## src/rtl/enigma_top.sv

```systemverilog
// Enigma I (rotors I-II-III, reflector UKW-B, rings A, no plugboard) behind a UART.
// Letters received while idle are folded to uppercase, the rotors step, and the
// enciphered letter is sent back; any other byte is echoed unchanged.
// Optional macro ENIGMA_BANNER_EN: when defined, "ENIGMA-I READY\r\n" is sent after reset.
// Ports:
//   clk      system clock, rising edge
//   ext_rst  synchronous active-high reset
//   uart_rx  UART receive line (8N1, idle high, asynchronous)
//   uart_tx  UART transmit line (8N1, idle high)
//   led_d1   controller idle      led_d2  RX frame in progress
//   led_d3   TX busy              led_d4  toggles per enciphered letter
//   led_d5   out of reset
module enigma_top #(
  parameter int unsigned CLK_HZ = 12000000,
  parameter int unsigned BAUD   = 115200
) (
  input  logic clk,
  input  logic ext_rst,
  input  logic uart_rx,
  output logic uart_tx,
  output logic led_d1,
  output logic led_d2,
  output logic led_d3,
  output logic led_d4,
  output logic led_d5
);

  localparam int unsigned BaudClks = CLK_HZ / BAUD;
  localparam int unsigned HalfClks = BaudClks / 2;
  localparam int unsigned CntW     = $clog2(BaudClks + 1);

  localparam logic [207:0] RotorI   = "EKMFLGDQVZNTOWYHXUSPAIBRCJ";
  localparam logic [207:0] RotorII  = "AJDKSIRUXBLHWTMCQGZNPYFVOE";
  localparam logic [207:0] RotorIII = "BDFHJLCPRTXVZNYEIWGAKMOUSQ";
  localparam logic [207:0] ReflB    = "YRUHQSLDPXNGOKMIEBFZCWVJAT";
  localparam logic [127:0] Banner   = {"ENIGMA-I READY", 8'h0d, 8'h0a};

  function automatic logic [4:0] add26(input logic [4:0] a, input logic [4:0] b);
    logic [5:0] s;
    s = {1'b0, a} + {1'b0, b};
    if (s >= 6'd26) s = s - 6'd26;
    return s[4:0];
  endfunction

  function automatic logic [4:0] sub26(input logic [4:0] a, input logic [4:0] b);
    logic [5:0] s;
    s = {1'b0, a} + 6'd26 - {1'b0, b};
    if (s >= 6'd26) s = s - 6'd26;
    return s[4:0];
  endfunction

  function automatic logic [4:0] wire_at(input logic [207:0] w, input logic [4:0] i);
    logic [7:0] ch;
    ch = w[{5'd25 - i, 3'b000} +: 8];
    return 5'(ch - 8'h41);
  endfunction

  function automatic logic [4:0] rotor_fwd(input logic [207:0] w, input logic [4:0] c,
                                           input logic [4:0] p);
    return sub26(wire_at(w, add26(c, p)), p);
  endfunction

  // Return path: search the wiring table for the contact that maps to x.
  function automatic logic [4:0] rotor_bwd(input logic [207:0] w, input logic [4:0] c,
                                           input logic [4:0] p);
    logic [4:0] x;
    logic [4:0] r;
    x = add26(c, p);
    r = 5'd0;
    for (int j = 0; j < 26; j++) begin
      if (wire_at(w, 5'(j)) == x) r = 5'(j);
    end
    return sub26(r, p);
  endfunction

  function automatic logic [4:0] inc26(input logic [4:0] p);
    return (p == 5'd25) ? 5'd0 : p + 5'd1;
  endfunction

  // ---------------- UART receiver ----------------
  typedef enum logic [1:0] {RxIdle, RxStart, RxData, RxStop} rx_state_e;

  rx_state_e        rx_state_q, rx_state_d;
  logic             rx_s1_q, rx_s1_d, rx_s2_q, rx_s2_d, rx_prev_q, rx_prev_d;
  logic [CntW-1:0]  rx_cnt_q, rx_cnt_d;
  logic [2:0]       rx_bit_q, rx_bit_d;
  logic [7:0]       rx_shift_q, rx_shift_d;
  logic             rx_valid_q, rx_valid_d;
  logic [7:0]       rx_data_q, rx_data_d;

  always_comb begin
    rx_state_d = rx_state_q;
    rx_s1_d    = uart_rx;
    rx_s2_d    = rx_s1_q;
    rx_prev_d  = rx_s2_q;
    rx_cnt_d   = rx_cnt_q;
    rx_bit_d   = rx_bit_q;
    rx_shift_d = rx_shift_q;
    rx_valid_d = 1'b0;
    rx_data_d  = rx_data_q;
    unique case (rx_state_q)
      RxIdle: begin
        if (rx_prev_q && !rx_s2_q) begin
          rx_state_d = RxStart;
          rx_cnt_d   = '0;
        end
      end
      RxStart: begin
        if (rx_cnt_q == CntW'(HalfClks - 1)) begin
          rx_cnt_d = '0;
          // A start bit that is high at mid-bit was a glitch.
          if (rx_s2_q) rx_state_d = RxIdle;
          else begin
            rx_state_d = RxData;
            rx_bit_d   = 3'd0;
          end
        end else rx_cnt_d = rx_cnt_q + CntW'(1);
      end
      RxData: begin
        if (rx_cnt_q == CntW'(BaudClks - 1)) begin
          rx_cnt_d   = '0;
          rx_shift_d = {rx_s2_q, rx_shift_q[7:1]};
          if (rx_bit_q == 3'd7) rx_state_d = RxStop;
          else rx_bit_d = rx_bit_q + 3'd1;
        end else rx_cnt_d = rx_cnt_q + CntW'(1);
      end
      RxStop: begin
        if (rx_cnt_q == CntW'(BaudClks - 1)) begin
          rx_state_d = RxIdle;
          if (rx_s2_q) begin
            rx_valid_d = 1'b1;
            rx_data_d  = rx_shift_q;
          end
        end else rx_cnt_d = rx_cnt_q + CntW'(1);
      end
      default: rx_state_d = RxIdle;
    endcase
  end

  always_ff @(posedge clk) begin
    if (ext_rst) begin
      rx_state_q <= RxIdle;
      rx_s1_q    <= 1'b1;
      rx_s2_q    <= 1'b1;
      rx_prev_q  <= 1'b1;
      rx_cnt_q   <= '0;
      rx_bit_q   <= 3'd0;
      rx_shift_q <= 8'd0;
      rx_valid_q <= 1'b0;
      rx_data_q  <= 8'd0;
    end else begin
      rx_state_q <= rx_state_d;
      rx_s1_q    <= rx_s1_d;
      rx_s2_q    <= rx_s2_d;
      rx_prev_q  <= rx_prev_d;
      rx_cnt_q   <= rx_cnt_d;
      rx_bit_q   <= rx_bit_d;
      rx_shift_q <= rx_shift_d;
      rx_valid_q <= rx_valid_d;
      rx_data_q  <= rx_data_d;
    end
  end

  // ---------------- UART transmitter ----------------
  logic             tx_start_q, tx_start_d;
  logic [7:0]       tx_byte_q, tx_byte_d;
  logic             tx_busy_q, tx_busy_d, tx_line_q, tx_line_d;
  logic [CntW-1:0]  tx_cnt_q, tx_cnt_d;
  logic [3:0]       tx_bit_q, tx_bit_d;
  logic [8:0]       tx_shift_q, tx_shift_d;

  always_comb begin
    tx_busy_d  = tx_busy_q;
    tx_line_d  = tx_line_q;
    tx_cnt_d   = tx_cnt_q;
    tx_bit_d   = tx_bit_q;
    tx_shift_d = tx_shift_q;
    if (!tx_busy_q) begin
      if (tx_start_q) begin
        tx_busy_d  = 1'b1;
        tx_line_d  = 1'b0;
        tx_shift_d = {1'b1, tx_byte_q};
        tx_cnt_d   = '0;
        tx_bit_d   = 4'd0;
      end
    end else if (tx_cnt_q == CntW'(BaudClks - 1)) begin
      tx_cnt_d = '0;
      // tx_bit_q counts bit periods already on the line; 9 means stop bit done.
      if (tx_bit_q == 4'd9) begin
        tx_busy_d = 1'b0;
        tx_line_d = 1'b1;
      end else begin
        tx_line_d  = tx_shift_q[0];
        tx_shift_d = {1'b1, tx_shift_q[8:1]};
        tx_bit_d   = tx_bit_q + 4'd1;
      end
    end else tx_cnt_d = tx_cnt_q + CntW'(1);
  end

  always_ff @(posedge clk) begin
    if (ext_rst) begin
      tx_busy_q  <= 1'b0;
      tx_line_q  <= 1'b1;
      tx_cnt_q   <= '0;
      tx_bit_q   <= 4'd0;
      tx_shift_q <= 9'h1ff;
    end else begin
      tx_busy_q  <= tx_busy_d;
      tx_line_q  <= tx_line_d;
      tx_cnt_q   <= tx_cnt_d;
      tx_bit_q   <= tx_bit_d;
      tx_shift_q <= tx_shift_d;
    end
  end

  // ---------------- Enigma datapath ----------------
  logic [4:0] pos_l_q, pos_l_d, pos_m_q, pos_m_d, pos_r_q, pos_r_d;
  logic [4:0] letter_q, letter_d;
  logic [4:0] e1, e2, e3, e4, e5, e6, e7;
  logic [7:0] enc_byte;

  always_comb begin
    e1 = rotor_fwd(RotorIII, letter_q, pos_r_q);
    e2 = rotor_fwd(RotorII, e1, pos_m_q);
    e3 = rotor_fwd(RotorI, e2, pos_l_q);
    e4 = wire_at(ReflB, e3);
    e5 = rotor_bwd(RotorI, e4, pos_l_q);
    e6 = rotor_bwd(RotorII, e5, pos_m_q);
    e7 = rotor_bwd(RotorIII, e6, pos_r_q);
    enc_byte = 8'h41 + {3'd0, e7};
  end

  // ---------------- Controller ----------------
  typedef enum logic [3:0] {
    StInit = 4'd0, StBanner = 4'd1, StIdle = 4'd2, StStep = 4'd3,
    StEncipher = 4'd4, StSend = 4'd5, StWaitTx = 4'd6
  } state_e;

  state_e     state_q, state_d;
  logic [3:0] ban_idx_q, ban_idx_d;
  logic       busy_prev_q, busy_prev_d;
  logic       toggle_q, toggle_d;

  always_comb begin
    state_d     = state_q;
    ban_idx_d   = ban_idx_q;
    busy_prev_d = tx_busy_q;
    toggle_d    = toggle_q;
    tx_start_d  = 1'b0;
    tx_byte_d   = tx_byte_q;
    letter_d    = letter_q;
    pos_l_d     = pos_l_q;
    pos_m_d     = pos_m_q;
    pos_r_d     = pos_r_q;
    unique case (state_q)
      StInit: begin
        ban_idx_d = 4'd0;
`ifdef ENIGMA_BANNER_EN
        state_d = StBanner;
`else
        state_d = StIdle;
`endif
      end
      StBanner: begin
        // tx_start_q guards the cycle before tx_busy rises.
        if (!tx_start_q && !tx_busy_q) begin
          tx_start_d = 1'b1;
          tx_byte_d  = Banner[{~ban_idx_q, 3'b000} +: 8];
          ban_idx_d  = ban_idx_q + 4'd1;
          if (ban_idx_q == 4'd15) state_d = StWaitTx;
        end
      end
      StIdle: begin
        if (rx_valid_q) begin
          if (rx_data_q >= 8'h41 && rx_data_q <= 8'h5a) begin
            letter_d = 5'(rx_data_q - 8'h41);
            state_d  = StStep;
          end else if (rx_data_q >= 8'h61 && rx_data_q <= 8'h7a) begin
            letter_d = 5'(rx_data_q - 8'h61);
            state_d  = StStep;
          end else begin
            tx_byte_d = rx_data_q;
            state_d   = StSend;
          end
        end
      end
      StStep: begin
        // Rotor III turns over leaving V; rotor II at E steps itself and the left rotor.
        pos_r_d = inc26(pos_r_q);
        if (pos_r_q == 5'd21 || pos_m_q == 5'd4) pos_m_d = inc26(pos_m_q);
        if (pos_m_q == 5'd4) pos_l_d = inc26(pos_l_q);
        state_d = StEncipher;
      end
      StEncipher: begin
        tx_byte_d = enc_byte;
        toggle_d  = ~toggle_q;
        state_d   = StSend;
      end
      StSend: begin
        tx_start_d = 1'b1;
        state_d    = StWaitTx;
      end
      StWaitTx: begin
        if (busy_prev_q && !tx_busy_q) state_d = StIdle;
      end
      default: state_d = StInit;
    endcase
  end

  always_ff @(posedge clk) begin
    if (ext_rst) begin
      state_q     <= StInit;
      ban_idx_q   <= 4'd0;
      busy_prev_q <= 1'b0;
      toggle_q    <= 1'b0;
      tx_start_q  <= 1'b0;
      tx_byte_q   <= 8'd0;
      letter_q    <= 5'd0;
      pos_l_q     <= 5'd0;
      pos_m_q     <= 5'd0;
      pos_r_q     <= 5'd0;
    end else begin
      state_q     <= state_d;
      ban_idx_q   <= ban_idx_d;
      busy_prev_q <= busy_prev_d;
      toggle_q    <= toggle_d;
      tx_start_q  <= tx_start_d;
      tx_byte_q   <= tx_byte_d;
      letter_q    <= letter_d;
      pos_l_q     <= pos_l_d;
      pos_m_q     <= pos_m_d;
      pos_r_q     <= pos_r_d;
    end
  end

  assign uart_tx = tx_line_q;
  assign led_d1  = (state_q == StIdle);
  assign led_d2  = (rx_state_q != RxIdle);
  assign led_d3  = tx_busy_q;
  assign led_d4  = toggle_q;
  assign led_d5  = ~ext_rst;

endmodule

```

## config.mk

```make
export PLATFORM = sky130hd
export DESIGN_NAME = enigma_top
export DESIGN_NICKNAME = d
export VERILOG_FILES = /design/src/rtl/enigma_top.sv
export SDC_FILE = /design/constraint.sdc
export NUM_CORES = 1
export LEC_CHECK = 0
export ABC_CLOCK_PERIOD_IN_PS = 29000
export CAP_MARGIN = 10
export CORE_ASPECT_RATIO = 0.7
export CORE_MARGIN = 2
export CORE_UTILIZATION = 35
export CTS_CLUSTER_SIZE = 16
export DETAILED_ROUTE_END_ITERATION = 10
export PLACE_DENSITY_LB_ADDON = 0.3
export SETUP_SLACK_MARGIN = 0.2
export SLEW_MARGIN = 20
export SYNTH_ARGS = -nofsm -noshare
export SYNTH_HDL_FRONTEND = slang
export SYNTH_SLANG_ARGS = --single-unit
```

## constraint.sdc

```tcl
create_clock -name clk -period 29 [get_ports clk]
set_input_delay 8.7 -clock clk [delete_from_list [all_inputs] [get_ports clk]]
set_output_delay 8.7 -clock clk [all_outputs]
set_load 0.01 [all_outputs]
```

==> flow_summary.ini <==
[final_layout]
diodes = 0
areaGrowthSynthToFinish_pct = 31.0
nets = 1661
drive_above_1_share_pct = 27.7
post-route-util_pct = 46.4
finalInstanceArea_um2 = 13900

[timing]
finalHoldViolCount = 0
rsz0062_at_grt = true
final-max-slew-violation-count = 0
whs_ns = 0.433
worst_slew_pin_slew_ns = 0.849
finalSetupViolCount = 0
layout_min_cycle_time_ns = 28.28
max_freq_mhz = 35.4
fin_skew_ns = 0.0106
timing.final.crit_share_pct = 97.5
slew_headroom_pct = 43.4

[floorplan]
die_w_um = 212
io_pins = 9
std_cell_rows = 53
die_h_um = 150
initial_utilization_pct = 35.4
die-area_um2 = 31700
core_area_um2 = 29900

[clock_tree]
htree_levels = 3
clock_path_buffers = 2
clkTransAtPathRegs_ns = 0.06
cts-root-buf = clkbuf_16
cts_tree = yes
numCtsBuffers = 9
cts_sinks = 91
worstSkewPairLatency_ns = 0.35

[logic_synthesis]
synthFlopType = dfxtp_1
async_flop_share_pct = 0
ys_warn_count = 0
syn_avg_cell_area_um2 = 7.66
synth_edf_count = 0
ys_ff_latch = 91
syn-cell-area_um2 = 10600
synth_fp_nets = 1554
synthCells = 1383
synth_cell_types = 78
ys_seq_area_share_pct = 17.2

[setup_path]
crit_top_cell = a21oi_2
critPathMaxStageDelay_ns = 0.62
cp.required_ns = 29.28
path_class = register to register
cp-start-kind = register
cp_slowest_cell = fa_2
crit_arrival_ns = 28.56
path_max_fanout = 8
crit_path_end_kind = register

[global_routing]
grt_pass1_vias = 8347
track_usage_pct = 15.0
grt-ovfl-total = 0
grt_pass1_wl_um = 40300
grt_max_degree = 63
antenna_found_initial = 0

[outcome]
outcome = finished clean

[worst_hold_path]
hp-class = register to register

[routing]
route.vias.total = 9796
wl_um = 26400
drt-pass1-iter-count = 6
drc_errors = 0
ant_nets = 0
vias_per_cell = 5.14
drt_iter0_drc = 693
wl_per_cell_um = 13.9

[place]
gp_congestion = 0.873
dpl_cell_area_um2 = 11600
portBuffers = 8
hpwl_um = 18100

[job]
cap_violations = 0
-- final cells by class --
class	count	area, µm²
fillers	2759	16000
inverters	127	479
flip-flops and latches	91	1820
well taps	412	515
clock buffers	10	239
multi-input cells	1124	9600
clock inverters	5	85.1
repair buffers	137	1140
-- cell usage in the layout, fill, tap and decap left out, types with 9 or more instances in the layout --
master / count
nor2_1: 148
ha_1: 124
inv_1: 109
nand2_1: 108
buf_4: 108
dfxtp_1: 89
a21oi_1: 70
o21ai_0: 60
mux2i_1: 49
a21oi_2: 33
xnor2_1: 33
a21o_1: 29
xor2_1: 29
xnor2_2: 27
ha_4: 23
nor3_1: 22
nand3_1: 21
nand2b_1: 18
inv_2: 16
buf_6: 16
nand4_1: 15
fa_2: 11
or2_2: 10
nor2_2: 10
and3_1: 10
o21ai_1: 10
a211oi_1: 10
a21oi_4: 9
nor2b_1: 9
xnor2_4: 9
ha_2: 9
clkbuf_16: 9
-- cell usage after synthesis (10+ instances only) --
master | count | area, µm²
a211oi_1 | 16 | 120
nor3_1 | 24 | 120
o22ai_1 | 10 | 62.6
ha_1 | 156 | 1950
nand3_1 | 21 | 105
or2_2 | 11 | 68.8
fa_1 | 12 | 240
xor2_1 | 38 | 333
o21ai_0 | 76 | 380
nor2b_1 | 14 | 87.6
dfxtp_1 | 91 | 1820
nor2_1 | 160 | 601
nand2b_1 | 22 | 138
xnor2_1 | 65 | 569
clkbuf_1 | 40 | 150
a21o_1 | 29 | 218
inv_1 | 126 | 473
nand4_1 | 15 | 93.8
mux2i_1 | 58 | 581
a21oi_1 | 112 | 561
and3_1 | 10 | 62.6
nand2_1 | 118 | 443
-- what timing repair did --
action / in CTS / in global routing
cloned: 0 / 3
hold buffers: 0 / 0
buffers inserted: 12 / 56
endpoints found under the setup margin: 5 / 6
pin swaps: 15 / 129
gates resized for setup: 39 / 267
-- registers in the layout, indices dropped and copies added (netlist names), 7 cells and up, named ones only --
register,count
rx_data_q,8
rx_cnt_q,7
tx_byte_q,8
tx_shift_q,8
rx_shift_q,8
tx_cnt_q,7
-- routing by layer --
metal	GRT usage (%)	part of all wire [%]	vias to the layer above
li1	-	-	5065
met5	0	0	-
met1	24.4	54	4565
met3	1.89	2.6	15
met4	2.01	0.71	0
met2	20.9	43	151
-- through the flow --
step	cells	worst slack [ns]	setup TNS [ns]
CTS	1847	0.217	0
global placement	1820	-0.402	-1.01
finish	1906	0.721	0
detailed placement	1820	-0.983	-3.72
global route	1906	-0.876	-3.10
floorplan	1383	0.205	0
-- path summary, 6_finish.rpt --
check / start / to / slack [ns] / depth (start not counted)
setup reg to reg: letter_q[0] / tx_byte_q[2] / 0.72 / 159
setup / recovery: letter_q[0] / tx_byte_q[2] / 0.72 / 159
hold reg to reg: rx_s1_q / rx_prev_d / 0.43 / 1
hold / removal: rx_s1_q / rx_prev_d / 0.43 / 1
-- critical path: cells and delay by family, from the launching register on --
family / cells / cell delay (ns)
AND/OR/NAND/NOR: 20 / 2.94
multiplexers: 11 / 2.39
flip-flops: 1 / 0.33
adder cells (fa/ha/maj): 32 / 8.43
buffers and inverters: 32 / 3.16
XOR/XNOR: 22 / 3.74
AO/OA/AOI/OAI: 42 / 7.13
-- logic make-up (layout without fill, tap and decap cells) --
logic type	count (synthesis)	in the layout	share of synthesized area [%]
xor gates and xnor gates	106	107	8.98
adders and majority gates	168	168	20.7
and+or+nand+nor	435	435	19.1
muxes	71	71	7.43
buffers and inverters	169	279	6.02
DFF	91	91	17.2
AOI/OAI and AO/OA	343	343	20.6
Power is not shown: default switching activity piles up to over one toggle a cycle in this logic, so the estimate is an artifact.
